## src/rtl/palette_mapper.sv

```systemverilog
// Two-stage pixel colour pipeline for up to eight ball channels, with a writable
// palette and per-frame overlap (collision) statistics.
module palette_mapper #(
  parameter int NUM_BALLS = 4,
  parameter int COLOR_W = 8,
  parameter logic [3*COLOR_W-1:0] BG_COLOR = 24'h000000
) (
  input  logic                   Clk,
  input  logic                   Reset_n,
  input  logic [NUM_BALLS-1:0]   is_ball,
  input  logic [9:0]             DrawX,
  input  logic [9:0]             DrawY,
  input  logic                   blank_n,
  input  logic [1:0]             mode,
  input  logic                   pal_we,
  input  logic [2:0]             pal_addr,
  input  logic [3*COLOR_W-1:0]   pal_data,
  output logic [COLOR_W-1:0]     VGA_R,
  output logic [COLOR_W-1:0]     VGA_G,
  output logic [COLOR_W-1:0]     VGA_B,
  output logic                   collision_last,
  output logic [15:0]            collision_count
);

  localparam int IDW = (NUM_BALLS > 1) ? $clog2(NUM_BALLS) : 1;
  localparam int CW  = 3 * COLOR_W;
  localparam int SW  = COLOR_W + 3;

  // Default palette entries are defined as 8-bit channels; keep their MSBs at other widths.
  function automatic logic [COLOR_W-1:0] widen_channel(input logic [7:0] c8);
    logic [COLOR_W+7:0] t;
    t = {c8, {COLOR_W{1'b0}}};
    return t[COLOR_W+7 -: COLOR_W];
  endfunction

  function automatic logic [CW-1:0] default_entry(input logic [3:0] idx);
    logic [CW-1:0] e;
    case (idx)
      4'd0:    e = {widen_channel(8'hFF), widen_channel(8'h99), widen_channel(8'h99)};
      4'd1:    e = {widen_channel(8'h99), widen_channel(8'hFF), widen_channel(8'h99)};
      4'd2:    e = {widen_channel(8'hCC), widen_channel(8'hFF), widen_channel(8'hFF)};
      4'd3:    e = {widen_channel(8'hFF), widen_channel(8'hFF), widen_channel(8'h99)};
      default: e = {CW{1'b1}};
    endcase
    return e;
  endfunction

  function automatic logic [COLOR_W-1:0] sat_channel(input logic [SW-1:0] s);
    return (|s[SW-1:COLOR_W]) ? {COLOR_W{1'b1}} : s[COLOR_W-1:0];
  endfunction

  logic [CW-1:0]        palette_r [NUM_BALLS];

  logic [NUM_BALLS-1:0] s1_ball_r;
  logic                 s1_blank_n_r;
  logic [9:0]           s1_x_r;
  logic [9:0]           s1_y_r;
  logic [1:0]           s1_mode_r;
  logic                 s1_hit_r;
  logic [IDW-1:0]       s1_id_r;
  logic                 s1_multi_r;

  logic                 hit_s;
  logic [IDW-1:0]       id_s;
  logic [3:0]           ones_s;
  logic                 multi_s;

  logic [CW-1:0]        entry_s;
  logic [SW-1:0]        sum_r_s;
  logic [SW-1:0]        sum_g_s;
  logic [SW-1:0]        sum_b_s;
  logic [CW-1:0]        rgb_s;
  logic                 boundary_s;
  logic                 contrib_s;
  logic                 addr_ok_s;

  logic                 run_flag_r;
  logic [15:0]          run_count_r;

  // Stage-1 decode: any hit, lowest-index hit, and two-or-more hits.
  always_comb begin
    id_s   = {IDW{1'b0}};
    ones_s = 4'd0;
    for (int i = NUM_BALLS - 1; i >= 0; i--) begin
      id_s   = is_ball[i] ? IDW'(i) : id_s;
      ones_s = ones_s + {3'b000, is_ball[i]};
    end
    hit_s   = |is_ball;
    multi_s = (ones_s >= 4'd2);
  end

  // Stage-2 colour selection from the registered pixel and the current palette contents.
  always_comb begin
    sum_r_s = {SW{1'b0}};
    sum_g_s = {SW{1'b0}};
    sum_b_s = {SW{1'b0}};
    for (int i = 0; i < NUM_BALLS; i++) begin
      sum_r_s = sum_r_s + (s1_ball_r[i] ? {3'b000, palette_r[i][CW-1 -: COLOR_W]} : {SW{1'b0}});
      sum_g_s = sum_g_s + (s1_ball_r[i] ? {3'b000, palette_r[i][2*COLOR_W-1 -: COLOR_W]} : {SW{1'b0}});
      sum_b_s = sum_b_s + (s1_ball_r[i] ? {3'b000, palette_r[i][COLOR_W-1:0]} : {SW{1'b0}});
    end
    entry_s = palette_r[s1_id_r];
    if (!s1_blank_n_r) begin
      rgb_s = {CW{1'b0}};
    end else if (!s1_hit_r) begin
      rgb_s = BG_COLOR;
    end else begin
      case (s1_mode_r)
        2'd0:    rgb_s = entry_s;
        2'd1:    rgb_s = s1_multi_r ? {CW{1'b1}} : entry_s;
        2'd2:    rgb_s = {sat_channel(sum_r_s), sat_channel(sum_g_s), sat_channel(sum_b_s)};
        2'd3:    rgb_s = entry_s;
        default: rgb_s = entry_s;
      endcase
    end
  end

  // Frame boundary and collision contribution of the stage-2 pixel; palette address check.
  always_comb begin
    boundary_s = (s1_x_r == 10'd0) && (s1_y_r == 10'd0);
    contrib_s  = s1_multi_r && s1_blank_n_r;
    addr_ok_s  = ({29'd0, pal_addr} < 32'(NUM_BALLS));
  end

  // Stage-1 pipeline registers; the reset state is a blanked, empty pixel.
  always_ff @(posedge Clk) begin
    if (!Reset_n) begin
      s1_ball_r    <= {NUM_BALLS{1'b0}};
      s1_blank_n_r <= 1'b0;
      s1_x_r       <= 10'd0;
      s1_y_r       <= 10'd0;
      s1_mode_r    <= 2'd0;
      s1_hit_r     <= 1'b0;
      s1_id_r      <= {IDW{1'b0}};
      s1_multi_r   <= 1'b0;
    end else begin
      s1_ball_r    <= is_ball;
      s1_blank_n_r <= blank_n;
      s1_x_r       <= DrawX;
      s1_y_r       <= DrawY;
      s1_mode_r    <= mode;
      s1_hit_r     <= hit_s;
      s1_id_r      <= id_s;
      s1_multi_r   <= multi_s;
    end
  end

  // Stage-2 registered colour output.
  always_ff @(posedge Clk) begin
    if (!Reset_n) begin
      {VGA_R, VGA_G, VGA_B} <= {CW{1'b0}};
    end else begin
      {VGA_R, VGA_G, VGA_B} <= rgb_s;
    end
  end

  // Palette storage; a write lands at the edge, so the same-cycle lookup still sees the old entry.
  always_ff @(posedge Clk) begin
    if (!Reset_n) begin
      for (int i = 0; i < NUM_BALLS; i++) begin
        palette_r[i] <= default_entry(4'(i));
      end
    end else if (pal_we && addr_ok_s) begin
      palette_r[pal_addr[IDW-1:0]] <= pal_data;
    end
  end

  // Collision statistics; the (0,0) pixel closes the old frame and opens the new one.
  always_ff @(posedge Clk) begin
    if (!Reset_n) begin
      run_flag_r      <= 1'b0;
      run_count_r     <= 16'd0;
      collision_last  <= 1'b0;
      collision_count <= 16'd0;
    end else if (boundary_s) begin
      collision_last  <= run_flag_r;
      collision_count <= run_count_r;
      run_flag_r      <= contrib_s;
      run_count_r     <= {15'd0, contrib_s};
    end else if (contrib_s) begin
      run_flag_r      <= 1'b1;
      run_count_r     <= (run_count_r == 16'hFFFF) ? run_count_r : run_count_r + 16'd1;
    end
  end

endmodule

```

## config.mk

```make
export PLATFORM = sky130hd
export DESIGN_NAME = palette_mapper
export DESIGN_NICKNAME = d
export VERILOG_FILES = /design/src/rtl/palette_mapper.sv
export SDC_FILE = /design/constraint.sdc
export NUM_CORES = 1
export LEC_CHECK = 0
export ABC_AREA = 1
export BUFFER_PORTS_ARGS = -buffer_cell sky130_fd_sc_hd__buf_2
export CAP_MARGIN = 15
export CORE_MARGIN = 1.5
export CORE_UTILIZATION = 35
export CTS_BUF_LIST = sky130_fd_sc_hd__clkbuf_4
export CTS_CLUSTER_SIZE = 20
export DETAILED_ROUTE_END_ITERATION = 8
export MAX_ROUTING_LAYER = met4
export PLACE_DENSITY = 0.6
export RECOVER_POWER = 100
export SYNTH_ARGS = -nofsm -noshare
export SYNTH_HDL_FRONTEND = slang
export SYNTH_SLANG_ARGS = --single-unit
```

## constraint.sdc

```tcl
create_clock -name Clk -period 3.73 [get_ports Clk]
set_input_delay 0.746 -clock Clk [delete_from_list [all_inputs] [get_ports Clk]]
set_output_delay 0.746 -clock Clk [all_outputs]
set_load 0.01 [all_outputs]
```

Yosys cells after proc, flatten, opt, wreduce, memory -nomap -nowiden

Memories as Yosys holds them, arrays and structs flattened.
Index checks and enable logic that the tools add are counted.

Memories: 1
RAM bits: 96
Word-level logic and storage cells: 95
Output and inout bits: 41
Flip-flop bits (word level): 89
Bits of input ports: 57
Bits in read-only memories: 0
Latch bits: 0

Divide/modulo/power cells: 0
Add/subtract/negate cells: 13
Shifts and indexed selects: 0
Equality and inequality tests: 5
Reduce and logical (&&, ||, !) cells: 19
Multiplexer cells: 36
Order comparisons: 2
Bitwise logic cells: 2
Multipliers: 0

Memory list:

| memory    | depth | bits a word | read ports | clocked after Yosys merged registers in | wr ports | line | text |
|---|---|---|---|---|---|---|---|
| palette_r | 4     | 24          | 5          | 0                                       | 4        | 52   | `logic [CW-1:0] palette_r [NUM_BALLS];` |

Operators with widths:

| operator                | number |
|---|---|
| $mux W24                | 6 |
| $mux W8                 | 15 |
| $pmux W24 S3            | 1 |
| $add A10 B8 Y11         | 3 |
| $add A9 B8 Y10          | 3 |
| $add A8 B8 Y9           | 3 |
| $reduce_or A24 Y1       | 1 |
| $logic_not A10 Y1       | 2 |
| $add A16 B1 Y16 const B | 1 |
| $eq A16 B16 Y1 const B  | 1 |
| $reduce_or A3 Y1        | 4 |
| $mux W1                 | 11 |
| $mux W2                 | 3 |
| $reduce_or A2 Y1        | 3 |
| $add A3 B1 Y4           | 1 |
| $eq A2 B2 Y1 const B    | 2 |
| $ge A4 B2 Y1 const B    | 1 |
| $reduce_and A2 Y1       | 2 |
| $reduce_or A4 Y1        | 1 |
| $add A2 B1 Y3           | 1 |
| $logic_and A1 B1 Y1     | 3 |
| $lt A3 B3 Y1 const B    | 1 |
| $reduce_and A3 Y1       | 1 |
| $add A1 B1 Y2           | 1 |
| other kinds (5)         | 6 |

Logic depth before layout (Yosys ltp)

An unclocked memory read counts as a cell.

Word-level depth: 8
Gate-level depth with buffers: 18
Gate-level depth less buffers: 17

Worst setup path before layout

No wires, ideal clock.

Kind: register -> register
Start point: reg s1_ball_r[1]
End point: reg VGA_G[0]
Stages on the path, launching flop included: 14
Path buffers: 1
Setup slack: 559 ps
Setup time: 70 ps
Data required time: 3,660 ps
Period minus slack after synthesis: 3,171 ps
Arrival: 3,101 ps
Cells stage by stage: dfxtp_1 -> clkbuf_1 -> nand2_1 -> inv_1 -> fa_1 -> fa_1 -> ha_1 -> inv_1 -> fa_1 -> o21ai_0 -> a21oi_1 -> nand3_1 -> nand2_1 -> a21oi_1

Word-level cells in the longest chain between the ends: 7

Ends and longest elaborated chain:

| item                   | line | text |
|---|---|---|
| start, declared        | 54   | `logic [NUM_BALLS-1:0] s1_ball_r;` |
| start signal, assigned | 128  | `s1_ball_r <= {NUM_BALLS{1'b0}};` |
| start signal, assigned | 137  | `s1_ball_r <= is_ball;` |
| $mux W8 (*)            | 99   | `sum_g_s = sum_g_s + (s1_ball_r[i] ? {3'b000, palette_r[i][2*COLOR_W-1 -: COLOR_W]} : {SW{1'b0}});` |
| $add A8 B8 Y9 (*)      | 99   |  |
| $add A9 B8 Y10 (*)     | 99   |  |
| $add A10 B8 Y11 (*)    | 99   |  |
| $reduce_or A3 Y1       | 49   | `return (\|s[SW-1:COLOR_W]) ? {COLOR_W{1'b1}} : s[COLOR_W-1:0];` |
| $mux W8 (*)            | 49   |  |
| $pmux W24 S3 (*)       | 108  | `case (s1_mode_r)` |
| end signal, assigned   | 151  | `{VGA_R, VGA_G, VGA_B} <= {CW{1'b0}};` |
| end signal, assigned   | 153  | `{VGA_R, VGA_G, VGA_B} <= rgb_s;` |
| end, declared          | 19   | `output logic [COLOR_W-1:0] VGA_G,` |

Mark *: on every way between the ends. The rest lies on a longest branch, timed or not.
A chain may end at the register's enable or synchronous reset.

Final worst setup path

Start point: reg s1_ball_r[0]
End point: reg VGA_R[5]

Word-level cells in the longest chain between the ends: 7

Ends and longest elaborated chain:

| item                 | line | text |
|---|---|---|
| $mux W8 (*)          | 98   | `sum_r_s = sum_r_s + (s1_ball_r[i] ? {3'b000, palette_r[i][CW-1 -: COLOR_W]} : {SW{1'b0}});` |
| $add A8 B8 Y9 (*)    | 98   |  |
| $add A9 B8 Y10 (*)   | 98   |  |
| $add A10 B8 Y11 (*)  | 98   |  |
| $reduce_or A3 Y1     | 49   |  |
| $mux W8 (*)          | 49   |  |
| $pmux W24 S3 (*)     | 108  |  |
| end signal, assigned | 151  |  |
| end signal, assigned | 153  |  |
| end, declared        | 18   | `output logic [COLOR_W-1:0] VGA_R,` |

Marked as above.

==> flow_summary_export.csv <==
group,metric,value,unit
timing,min_period_over_period,0.9341,
die,die_w,181.7,um
route,wl_per_cell,15.19,um
global_route,grt_pass1_wl,49220,um
timing,tns,0,ns
clock_tree,postCtsHoldBufs,0,
synth,synthFlopType,"edfxtp_1",
timing,worst-slew-pin-transition,1.930,ns
pwr,pwr-share-comb,0.201,
placement,dp.final_hpwl,21170,um
synth,synth_area,11170,um2
run_status,run_status,"finished, violations left",
final_layout,fin_cells,1997,
critical_path,path_delay_family,"adder cells",
timing,finalClockSkew,0.01628,ns
placement,place_congestion,0.8872,
critical_path,crit_fanout,8,
timing,slew_violations,52,
final_layout,most-common-layout-cells,"511 x nand2_1, 301 x inv_1, 146 x nand3_1",
clock_tree,clk_transition_reported_paths,0.17,ns
critical_path,critPathKind,"register to register",
worst_hold_path,hp-class,"primary input to register",
critical_path,crit_slowest_cell,"fa_1",
die,start_util,0.3550,
synth,synth-seq-cells,185,
pwr,p_switching,0.001431,W
pwr,switching_share,0.3347,
global_route,antenna_found_initial,5,
clock_tree,clkLatencyLatePin,0.61,ns
synth,synth_top_area_share,0.2580,
clock_tree,cts_root_buf,"clkbuf_4",
timing,fmax,287.0,MHz
final_layout,layout_commonest_cell,"nand2_1",
final_layout,layout.nets,1714,
flow_run,drv_cap,1,
pwr,power_density,345.6,nW/um2
route,drtIter0Drc,640,
final_layout,fin_area,12380,um2
clock_tree,cts_tree,"built",
clock_tree,clock-sinks,185,
die,die_area,33000,um2
pwr,seqPwrFrac,0.537,
die,core_area,31470,um2
timing,setup_viol,0,
clock_tree,htree_num_levels,4,
critical_path,crit_buf_inv,6,
placement,dpl_cell_area,12140,um2
final_layout,final_layout_size_suffix_gt1_frac,0.07610,
timing,relSlewSlack,-0.2869,
pwr,p_int,0.002846,W
timing,rsz0062_at_grt,"no",
synth,synthArstFlopShare,0,
synth,synth.avg_cell_area,7.509,um2
critical_path,critPathLaunchType,"register",
clock_tree,clk_path_buf_depth,2,
clock_tree,postCtsSetupBuffers,0,
synth,ys_seq_area_frac,0.4175,
global_route,grt_pass1_vias,9664,
final_layout,areaGrowthSynthToFinish,10.76,%
clock_tree,cts_resized,1,
synth,synth.distinct_cells,36,
route,drc,0,
route,postRouteAntennaNets,0,
synth,synth_area_leaders,"edfxtp_1 26%, nand2_1 17%, dfxtp_1 16%",
synth,postSynthNetCount,1625,
placement,portBuffers,97,
critical_path,required,4.24,ns
die,die_h,181.7,um
route,finalWirelength,30340,um
synth,synth-edff-count,96,
critical_path,worstPathCellList,"clkbuf_1, nand2_1, inv_1, fa_1, inv_1, fa_1, inv_1, ha_1, inv_1, fa_1, o21ai_0, buf_4, xor2_1, nand3_1, nand2_1, a21oi_1",
pwr,power,0.004277,W
pwr,pwr-share-clk,0.261,
synth,synth_area_leader_cell,"edfxtp_1",
critical_path,crit_path_frequent_cell,"inv_1",
critical_path,end_kind,"register",
pwr,ir_drop,0.3404,mV
global_route,grt_start_max_net_pins,52,
route,vias,9452,
clock_tree,numCtsBuffers,17,
die,std_cell_rows,65,
global_route,overflow,0,
die,ioPinCount,98,
critical_path,slowest_delay,0.53,ns
critical_path,cp.arrival,3.99,ns
synth,yosys_warnings,0,
synth,synthesis.instances,1488,
timing,finalHoldViolations,0,
pwr,p_leak,6.164,nW
global_route,grt.total_usage,0.1969,
placement,post-place-cells,1959,
timing,min_period,3.484,ns
route,viasPerCell,4.733,
route,drtPass1Iterations,5,
run_status,violations,"max-capacitance violations, max-slew violations",
## metrics by stage
step / utilization / setup WS, ns / hold slack, ns
2_1_floorplan: - / 0.5589 / 0.4533
6_report: 0.3932 / 0.2458 / 0.3067
5_1_grt: 0.3932 / 0.03973 / 0.2778
3_3_place_gp: 0.3856 / 0.08575 / 0.4312
3_5_place_dp: 0.3856 / 0.07544 / 0.4331
4_1_cts: 0.3947 / 0.02281 / 0.2455
## final cells by class
class	count	area [um2]
diodes	5	12.51
clock buffers	17	127.6
clock inverters	15	156.4
fillers	3355	19100
inverters	303	1140
multi-input cells	945	5121
flip-flops and latches	185	4669
well taps	402	503.0
repair buffers	125	645.6
## tightest hold or removal path, stage by stage
cell	delay, ns
buf_2	0.07
nand2_1	0.04
inv_1	0.04
## power by group through the flow
stage | logic, W | clock network (W) | registers (W)
2_1_floorplan | 0.000615 | 0 | 0.00233
3_3_place_gp | 0.000864 | 0 | 0.00234
3_5_place_dp | 0.000867 | 0 | 0.00234
4_1_cts | 0.000872 | 0.00115 | 0.00230
5_1_grt | 0.000994 | 0.00122 | 0.00231
6_report | 0.000861 | 0.00112 | 0.00230
## state kept, by name (all words and copies together), names as in the netlist, 2 cells and up
signal and cells:
run_count_r 16, s1_y_r 10, collision_count 16, VGA_R 8
s1_x_r 10, VGA_G 8, s1_ball_r 4, s1_id_r 2
VGA_B 8, s1_mode_r 2, palette_r 96
## path summary, 6_finish.rpt
path	slack [ns]	startpoint	to	cells past startpoint
worst max-delay path	0.25	s1_ball_r[0]$_SDFF_PN0_	VGA_R[5]$_SDFF_PN0_	16
worst min-delay path	0.31	mode[1]	s1_mode_r[1]$_SDFF_PN0_	3
worst max register to register	0.25	s1_ball_r[0]$_SDFF_PN0_	VGA_R[5]$_SDFF_PN0_	16
worst min register to register	0.46	collision_count[8]$_SDFFE_PN0P_	collision_count[8]$_SDFFE_PN0P_	2
## synth_stat cells, types with 2 or more instances
library cell / number
nand3_1: 146
nand3b_1: 4
inv_1: 297
xnor2_1: 6
a21oi_1: 69
nor3_1: 6
clkbuf_1: 31
nor2_1: 66
buf_1: 6
inv_2: 5
xor2_1: 12
nand2_1: 510
nand4_1: 6
dfxtp_1: 89
o21ai_0: 26
ha_1: 31
buf_2: 13
buf_4: 3
edfxtp_1: 96
and3_1: 2
fa_1: 49
## cells by family after synthesis
family	share of synthesized area
fa+ha+maj	0.1225
xor+xnor	0.01411
compound gates	0.04446
buf+inv	0.1246
flops	0.4175
simple gates	0.2768
## routing by layer
layer  vias up  part of all wire  global-route usage  wire [um]
met1      4373              0.43              0.2287      12920
li1       4725                 -                   -          -
met5         -                 0                   -          0
met3        68             0.061             0.04031       1840
met4         0             0.030             0.07700        925
met2       286              0.48              0.3342      14650
(Power assumes the default switching activity.)
